**config.mk**
```make
export PLATFORM = sky130hd
export DESIGN_NAME = pcs_sync_fsm
export DESIGN_NICKNAME = d
export VERILOG_FILES = /design/src/rtl/pcs_sync_fsm.sv
export SDC_FILE = /design/constraint.sdc
export NUM_CORES = 1
export LEC_CHECK = 0
export BUFFER_PORTS_ARGS = -buffer_cell sky130_fd_sc_hd__clkbuf_2
export CAP_MARGIN = 15
export CORE_AREA = 5 5 53 55
export DETAILED_ROUTE_END_ITERATION = 6
export DIE_AREA = 0 0 58 60
export PLACE_DENSITY = 0.76
export SKIP_CTS_REPAIR_TIMING = 1
export SYNTH_ARGS = -nofsm -noshare
export SYNTH_HDL_FRONTEND = slang
export SYNTH_SLANG_ARGS = --single-unit
```
**constraint.sdc**
```tcl
create_clock -name clk -period 2.7 [get_ports clk]
set_input_delay 0.27 -clock clk [delete_from_list [all_inputs] [get_ports clk]]
set_output_delay 0.27 -clock clk [all_outputs]
set_load 0.005 [all_outputs]
```
**src/rtl/pcs_sync_fsm.sv**
```systemverilog
`timescale 1ns/1ps
`default_nettype none
// ============================================================================
// Module   : pcs_sync_fsm
// Purpose  : PCS receive code-group synchronization controller. It detects
//            commas, acquires and tracks even/odd code-group alignment, and
//            reports sync OK/FAIL. Consumed code groups are forwarded one
//            clock later to the receive decoder.
// Ports    : clk, reset (sync, active-high)
//            signal_detect        - PMA signal present; low forces loss of sync
//            cg_strobe            - code_group_in / cg_exists valid this cycle
//            code_group_in[9:0]   - received group, bit 9 = 'a', bit 0 = 'j'
//            cg_exists            - code group is a valid code group
//            sync_status          - 1 = OK (SYNC_ACQUIRED_*), 0 = FAIL
//            rx_even              - parity of the last consumed group (1 = even)
//            code_group_out[9:0]  - registered copy of the last consumed group
//            code_group_out_valid - one-cycle pulse per consumed strobe
//            sync_state[3:0]      - current state encoding (debug)
// Revision : 1.0 - initial release
// ============================================================================
module pcs_sync_fsm #(
  parameter int COMMAS_TO_SYNC = 3,
  parameter int GOOD_CGS_MAX   = 3
) (
  input  logic       clk,
  input  logic       reset,
  input  logic       signal_detect,
  input  logic       cg_strobe,
  input  logic [9:0] code_group_in,
  input  logic       cg_exists,
  output logic       sync_status,
  output logic       rx_even,
  output logic [9:0] code_group_out,
  output logic       code_group_out_valid,
  output logic [3:0] sync_state
);

  typedef enum logic [3:0] {
    LOSS_OF_SYNC     = 4'd0,
    COMMA_DETECT_1   = 4'd1,
    ACQUIRE_SYNC_1   = 4'd2,
    COMMA_DETECT_2   = 4'd3,
    ACQUIRE_SYNC_2   = 4'd4,
    COMMA_DETECT_3   = 4'd5,
    SYNC_ACQUIRED_1  = 4'd6,
    SYNC_ACQUIRED_2  = 4'd7,
    SYNC_ACQUIRED_2A = 4'd8,
    SYNC_ACQUIRED_3  = 4'd9,
    SYNC_ACQUIRED_3A = 4'd10,
    SYNC_ACQUIRED_4  = 4'd11,
    SYNC_ACQUIRED_4A = 4'd12
  } state_t;

  state_t     state;
  state_t     next_state;
  logic [2:0] good_cgs;

  logic comma;
  logic valid_comma;
  logic data;
  logic cgbad;
  logic cggood;
  logic good_max;
  logic next_is_cd;
  logic next_is_sync;
  logic next_clears_good;
  logic next_counts_good;

  // Both comma polarities share the 7-bit comma pattern in bits a..g.
  assign comma       = (code_group_in[9:3] == 7'b0011111) |
                       (code_group_in[9:3] == 7'b1100000);
  assign valid_comma = comma & cg_exists;
  assign data        = cg_exists & ~comma;
  // A comma is only legal in an even slot, i.e. after an odd group.
  assign cgbad       = ~cg_exists | (comma & rx_even);
  assign cggood      = ~cgbad;
  assign good_max    = (good_cgs == 3'(GOOD_CGS_MAX));

  always_comb begin
    next_state = LOSS_OF_SYNC;
    case (state)
      LOSS_OF_SYNC:
        next_state = valid_comma ? COMMA_DETECT_1 : LOSS_OF_SYNC;
      COMMA_DETECT_1:
        if (data) next_state = (COMMAS_TO_SYNC == 1) ? SYNC_ACQUIRED_1 : ACQUIRE_SYNC_1;
      ACQUIRE_SYNC_1:
        if (cgbad)                  next_state = LOSS_OF_SYNC;
        else if (comma && !rx_even) next_state = COMMA_DETECT_2;
        else                        next_state = ACQUIRE_SYNC_1;
      COMMA_DETECT_2:
        if (data) next_state = (COMMAS_TO_SYNC == 2) ? SYNC_ACQUIRED_1 : ACQUIRE_SYNC_2;
      ACQUIRE_SYNC_2:
        if (cgbad)                  next_state = LOSS_OF_SYNC;
        else if (comma && !rx_even) next_state = COMMA_DETECT_3;
        else                        next_state = ACQUIRE_SYNC_2;
      COMMA_DETECT_3:
        if (data) next_state = SYNC_ACQUIRED_1;
      SYNC_ACQUIRED_1:
        next_state = cgbad ? SYNC_ACQUIRED_2 : SYNC_ACQUIRED_1;
      SYNC_ACQUIRED_2:
        next_state = cgbad ? SYNC_ACQUIRED_3 : SYNC_ACQUIRED_2A;
      SYNC_ACQUIRED_2A:
        if (cgbad)         next_state = SYNC_ACQUIRED_3;
        else if (good_max) next_state = SYNC_ACQUIRED_1;
        else               next_state = SYNC_ACQUIRED_2A;
      SYNC_ACQUIRED_3:
        next_state = cgbad ? SYNC_ACQUIRED_4 : SYNC_ACQUIRED_3A;
      SYNC_ACQUIRED_3A:
        if (cgbad)         next_state = SYNC_ACQUIRED_4;
        else if (good_max) next_state = SYNC_ACQUIRED_2;
        else               next_state = SYNC_ACQUIRED_3A;
      SYNC_ACQUIRED_4:
        next_state = cgbad ? LOSS_OF_SYNC : SYNC_ACQUIRED_4A;
      SYNC_ACQUIRED_4A:
        if (cgbad)         next_state = LOSS_OF_SYNC;
        else if (good_max) next_state = SYNC_ACQUIRED_3;
        else               next_state = SYNC_ACQUIRED_4A;
      default:
        next_state = LOSS_OF_SYNC;
    endcase
  end

  // Classification of the next state drives the rx_even / good_cgs updates.
  always_comb begin
    next_is_cd       = 1'b0;
    next_is_sync     = 1'b0;
    next_clears_good = 1'b0;
    next_counts_good = 1'b0;
    case (next_state)
      COMMA_DETECT_1, COMMA_DETECT_2, COMMA_DETECT_3:
        next_is_cd = 1'b1;
      SYNC_ACQUIRED_1:
        next_is_sync = 1'b1;
      SYNC_ACQUIRED_2, SYNC_ACQUIRED_3, SYNC_ACQUIRED_4: begin
        next_is_sync     = 1'b1;
        next_clears_good = 1'b1;
      end
      SYNC_ACQUIRED_2A, SYNC_ACQUIRED_3A, SYNC_ACQUIRED_4A: begin
        next_is_sync     = 1'b1;
        next_counts_good = 1'b1;
      end
      default: ;
    endcase
  end

  always_ff @(posedge clk) begin
    if (reset) begin
      state                <= LOSS_OF_SYNC;
      sync_status          <= 1'b0;
      rx_even              <= 1'b0;
      good_cgs             <= 3'd0;
      code_group_out       <= 10'd0;
      code_group_out_valid <= 1'b0;
    end else begin
      // Forwarding is independent of signal_detect: a strobe is always passed on.
      code_group_out_valid <= cg_strobe;
      if (cg_strobe) code_group_out <= code_group_in;

      if (!signal_detect) begin
        state       <= LOSS_OF_SYNC;
        sync_status <= 1'b0;
        good_cgs    <= 3'd0;
      end else if (cg_strobe) begin
        state       <= next_state;
        sync_status <= next_is_sync;
        rx_even     <= next_is_cd ? 1'b1 : ~rx_even;
        if (next_clears_good)
          good_cgs <= 3'd0;
        else if (next_counts_good)
          good_cgs <= (good_cgs == 3'd7) ? 3'd7 : good_cgs + 3'd1;
      end
    end
  end

  assign sync_state = state;

endmodule
`default_nettype wire

```
## Yosys cells after proc, flatten, opt, wreduce, memory -nomap -nowiden

Index checks and enable logic that the tools add are counted.

- Word-level logic and storage cells: 80
- Bits in registers: 20
- Input bits: 15

- $add $sub $neg: 1
- Multiplexer cells: 27
- Eq/ne operators: 26
- Bitwise operators: 9
- Reductions and logical operators: 11

Operators by type and width:

| cell | number |
|---|---|
| one-hot mux 4 bit (13 select lines) | 1 |
| == test 4 bit (second input constant) | 10 |
| == test 4 x 3 -> 1 bit (second input constant) | 7 |
| 2-to-1 mux 4 bit | 6 |
| 2-to-1 mux 3 bit | 7 |
| == test 4 x 2 -> 1 bit (second input constant) | 3 |
| 2-to-1 mux 1 bit | 11 |
| OR reduction 3 bit | 3 |
| == test 4 x 1 -> 1 bit (second input constant) | 2 |
| == test 7 x 5 -> 1 bit (second input constant) | 1 |
| == test 7 bit (second input constant) | 1 |
| OR reduction 7 bit | 1 |
| logical NOT 4 bit | 1 |
| 2-to-1 mux 2 bit | 2 |
| inverter 1 bit | 4 |
| AND reduction 2 bit | 2 |
| adder 3 x 1 -> 3 bit (second input constant) | 1 |
| bitwise AND 1 bit | 3 |
| == test 3 x 2 -> 1 bit (second input constant) | 1 |
| == test 3 bit (second input constant) | 1 |
| bitwise OR 1 bit | 2 |
| nonzero test 2 bit | 1 |
| OR reduction 2 bit | 1 |
| logical AND 1 bit | 1 |
| logical NOT 1 bit | 1 |

## Logic depth before layout (Yosys ltp)

- Word-level depth: 11
- Mapped depth: 8
- Mapped depth without buffers: 8

## Least setup slack after synthesis

OpenSTA, ideal clock, no wires.

- Path type: reg-to-reg
- From: register rx_even
- To: register good_cgs[1]
- Required time: 2.634 ns
- Buffers on the path: 0
- Cell stages (with the launch flop): 8
- Setup time: 0.066 ns
- Arrival: 1.761 ns
- Period minus slack after synthesis: 1.827 ns
- Path slack: 0.873 ns
- Path through: dfxtp_1 > nor4b_2 > a22oi_1 > a21oi_1 > o211ai_1 > nand3_1 > mux2_2 > a21oi_2

- Word-level cells in the longest chain between the ends: 10
- Elaborated cells between the ends (all ways): 29
- Classes of those cells: 6 x eq/ne; 15 x mux; 2 x bitwise; 6 x reduce/logical

RTL lines:

| item | line | text |
|---|---|---|
| start: declaration | 32 | `output logic rx_even,` |
| start signal: assignment | 166 | `rx_even <= next_is_cd ? 1'b1 : ~rx_even;` |
| logical NOT 1 bit | 88, 94 |  |
| logical AND 1 bit | 88, 94 |  |
| 2-to-1 mux 1 bit | 88, 94 |  |
| 2-to-1 mux 3 bit / 2-to-1 mux 2 bit (equally long branches) | 93, 87 |  |
| one-hot mux 4 bit (13 select lines) * | 81 | `case (state)` |
| == test 4 x 3 -> 1 bit / == test 4 bit (equally long branches) | 129 | `case (next_state)` |
| OR reduction 3 bit | -- |  |
| 2-to-1 mux 1 bit | 129 |  |
| nonzero test 2 bit (no line) | -- |  |
| AND reduction 2 bit (no line) | -- |  |
| end signal: assignment | 170 | `good_cgs <= (good_cgs == 3'd7) ? 3'd7 : good_cgs + 3'd1;` |
| end: declaration | 56 | `logic [2:0] good_cgs;` |

Every way passes the cells marked *; elsewhere a longest branch is shown, timed or not.
A chain may end at the register's enable or synchronous reset.

## Worst setup path in the final report

Same ends and word-level chain as after synthesis.

==> results.cfg <==
[status]
status = finished, final reports clean

[timing]
clock.fmax_ghz = 0.463
setup_ws_ns = 0.542
fin_hold_ws_ns = 0.209
finalCriticalPeriod_ns = 2.16
fin_crit_sh_pct = 79.9
fin_tns_setup_ns = 0
max-slew-margin-rel_pct = 59.0
finalHoldViolCount = 0
fin_skew_ns = 0.00747
slew_violations = 0
finalSetupViolations = 0
rsz0062_at_grt = false
worst_pin_slew_ns = 0.615

[drt]
drtAntennaViolNets = 0
drc = 0
vias = 1018
first_pass_iters = 4
routed_wl_um = 2460
via_per_inst = 5.62
drt_iter0_markers = 22
avgRoutedWirePerCell_um = 13.6

[synth]
syn_avg_cell_area_um2 = 8.87
syn_inst = 123
yosysWarnings = 0
ys_top_cells_by_area = dfxtp_1, mux2i_1, nor2_1, nor2b_1, a21oi_1
netlist_area_um2 = 1090
synth_top_area_cell = dfxtp_1
yosysTopAreaCellShare_pct = 36.7
ys_ff_latch = 20
syn_nets = 139
yosysSeqAreaShare_pct = 36.7
yosysUniqueCellTypes = 39

[global_route]
track_usage_pct = 15.8
grt_first_pass_wirelength_um = 4240
antenna_found_initial = 0
grt.overflow.total = 0
grt_max_degree = 27
grt_pass1_vias = 963

[setup_path]
rr_worst_depth = 7
worst_ep_arrival_time_ns = 2.40
worst-path-max-fanout = 7
r2r-end = good_cgs[1]$_SDFFE_PP0P_
critical_path_class = reg -> reg
startpoint_type = register
regToRegStartpoint = rx_even$_SDFFE_PP0P_
critPathCaptureType = register
worst-endpoint-required_ns = 2.94
reg2reg_slack_ns = 0.54

[flow_run]
maxCapViolations = 0

[power]
ir_drop_uv = 413
finalPower_mw = 0.568
power.density_nw_per_um2 = 439
p_leak_nw = 0.567

[placement]
port_buffers = 31
gp_congestion = 0.790
place_ws_ns = 0.568
hpwl_um = 1880

[clock_network]
cts.path.max_buffers = 2
clk_pin_slew_worst_paths_ns = 0.11
clk_latency_ns = 0.30
h-tree-depth = 1
numCtsBuffers = 3
cts_tree = done
cts.sinks = 20
root_buffer = clkbuf_4

[floorplan]
initial_utilization_pct = 46.6
core_area_um2 = 2340
num_io_pins = 32
die_area_um2 = 3480
die_y_um = 60
die_x_um = 58
rows = 18

[worst_hold_path]
hp-class = in -> reg
whs_endpoint = code_group_out[1]$_SDFFE_PP0P_
worstHoldStart = code_group_in[1]
hold_depth = 3

[cells_and_area]
layout_commonest_cell = clkbuf_2
area_growth_pct = 18.6
drive_above_1_share_pct = 29.1
antenna_cells = 0
fillCellCount = 231
final_cell_mix = clkbuf_2, dfxtp_1, nor2_1, mux2i_1, a21oi_1
fin_nets = 168
[metrics by stage]
stage / cells / util [%] / instance area [um2]
final: 181 / 55.2 / 1290
after global routing: 181 / 55.2 / 1290
after CTS: 181 / 55.2 / 1290
after detailed placement: 177 / 53.7 / 1260
after global placement: 177 / 53.7 / 1260
after floorplan: 123 / - / 1090
[per-layer routing]
metal,global-route usage (%),up-vias,wire [um]
met5,0,-,0
met4,6.29,0,15
met3,3.89,2,206
met2,26.5,36,1210
met1,19.3,469,1030
li1,-,511,-
[registers in the layout, summed over array words and instances, names as in the netlist]
register              cells
code_group_out_valid      1
good_cgs                  3
code_group_out           10
sync_status               1
rx_even                   1
sync_state                4
[how the worst max path moves through the flow]
stage / from / end / slack, ns / cells past startpoint
2_1_floorplan: rx_even$_SDFFE_PP0P_ / good_cgs[1]$_SDFFE_PP0P_ / 0.87 / 7
3_3_place_gp: code_group_in[3] / good_cgs[1]$_SDFFE_PP0P_ / 0.64 / 8
3_5_place_dp: code_group_in[3] / good_cgs[1]$_SDFFE_PP0P_ / 0.57 / 8
4_1_cts: rx_even$_SDFFE_PP0P_ / good_cgs[1]$_SDFFE_PP0P_ / 0.57 / 7
5_1_grt: rx_even$_SDFFE_PP0P_ / good_cgs[1]$_SDFFE_PP0P_ / 0.29 / 7
6_report: rx_even$_SDFFE_PP0P_ / good_cgs[1]$_SDFFE_PP0P_ / 0.54 / 7
[cells in the mapped netlist]
library cell,instances
a2111oi_0,1
a211oi_1,2
a211oi_2,1
a21oi_1,7
a21oi_2,1
a221oi_2,1
a22o_1,1
a22oi_1,1
a31o_1,1
a31oi_1,3
a32oi_2,1
a41oi_1,1
and2_1,1
and2_4,1
and4_1,2
and4bb_1,2
buf_1,1
clkbuf_1,6
dfxtp_1,20
ha_1,1
inv_1,4
maj3_1,1
mux2_2,1
mux2i_1,11
nand2_1,4
nand2b_1,4
nand3_1,3
nand4_1,1
nor2_1,18
nor2b_1,6
nor3_2,1
nor4b_2,2
o211ai_1,1
o21ai_0,6
o21ai_1,1
o221ai_1,1
o311a_1,1
o41ai_1,1
or4_1,1
[power breakdown]
part | total, mW | leakage (nW) | switching, mW | internal (mW)
Sequential | 0.318 | 0.164 | 0.0101 | 0.308
Combinational | 0.0758 | 0.382 | 0.0411 | 0.0347
Clock | 0.174 | 0.0210 | 0.0920 | 0.0822
Total | 0.568 | 0.567 | 0.143 | 0.425
[cells by family (layout without fill, tap and decap cells)]
logic type,count (synthesis),count (layout),share of synthesized area [%]
adders and majority gates,2,2,2.06
buffers and inverters,11,39,3.78
DFF,20,20,36.7
muxes,12,12,11.1
AOI/OAI and AO/OA,32,32,21.4
and+or+nand+nor,46,46,24.9
[critical path: stages, from the launching register on]
cell and delay (ns):
dfxtp_1 0.44, nor4b_2 0.32, a22oi_1 0.18, a21oi_1 0.25, o211ai_1 0.16, nand3_1 0.26
mux2_2 0.38, a21oi_2 0.12
[cell type report]
type                       count  area, um2  share of cell area [%]
clock buffer                   4       36.3                    2.80
timing repair buffer          31        155                    12.0
tap                           30       37.5                    2.90
inverter                       4       15.0                    1.16
sequential                    20        400                    30.9
multi-input combinational     92        649                    50.2
Note: power is estimated with default switching activity, not from simulation.
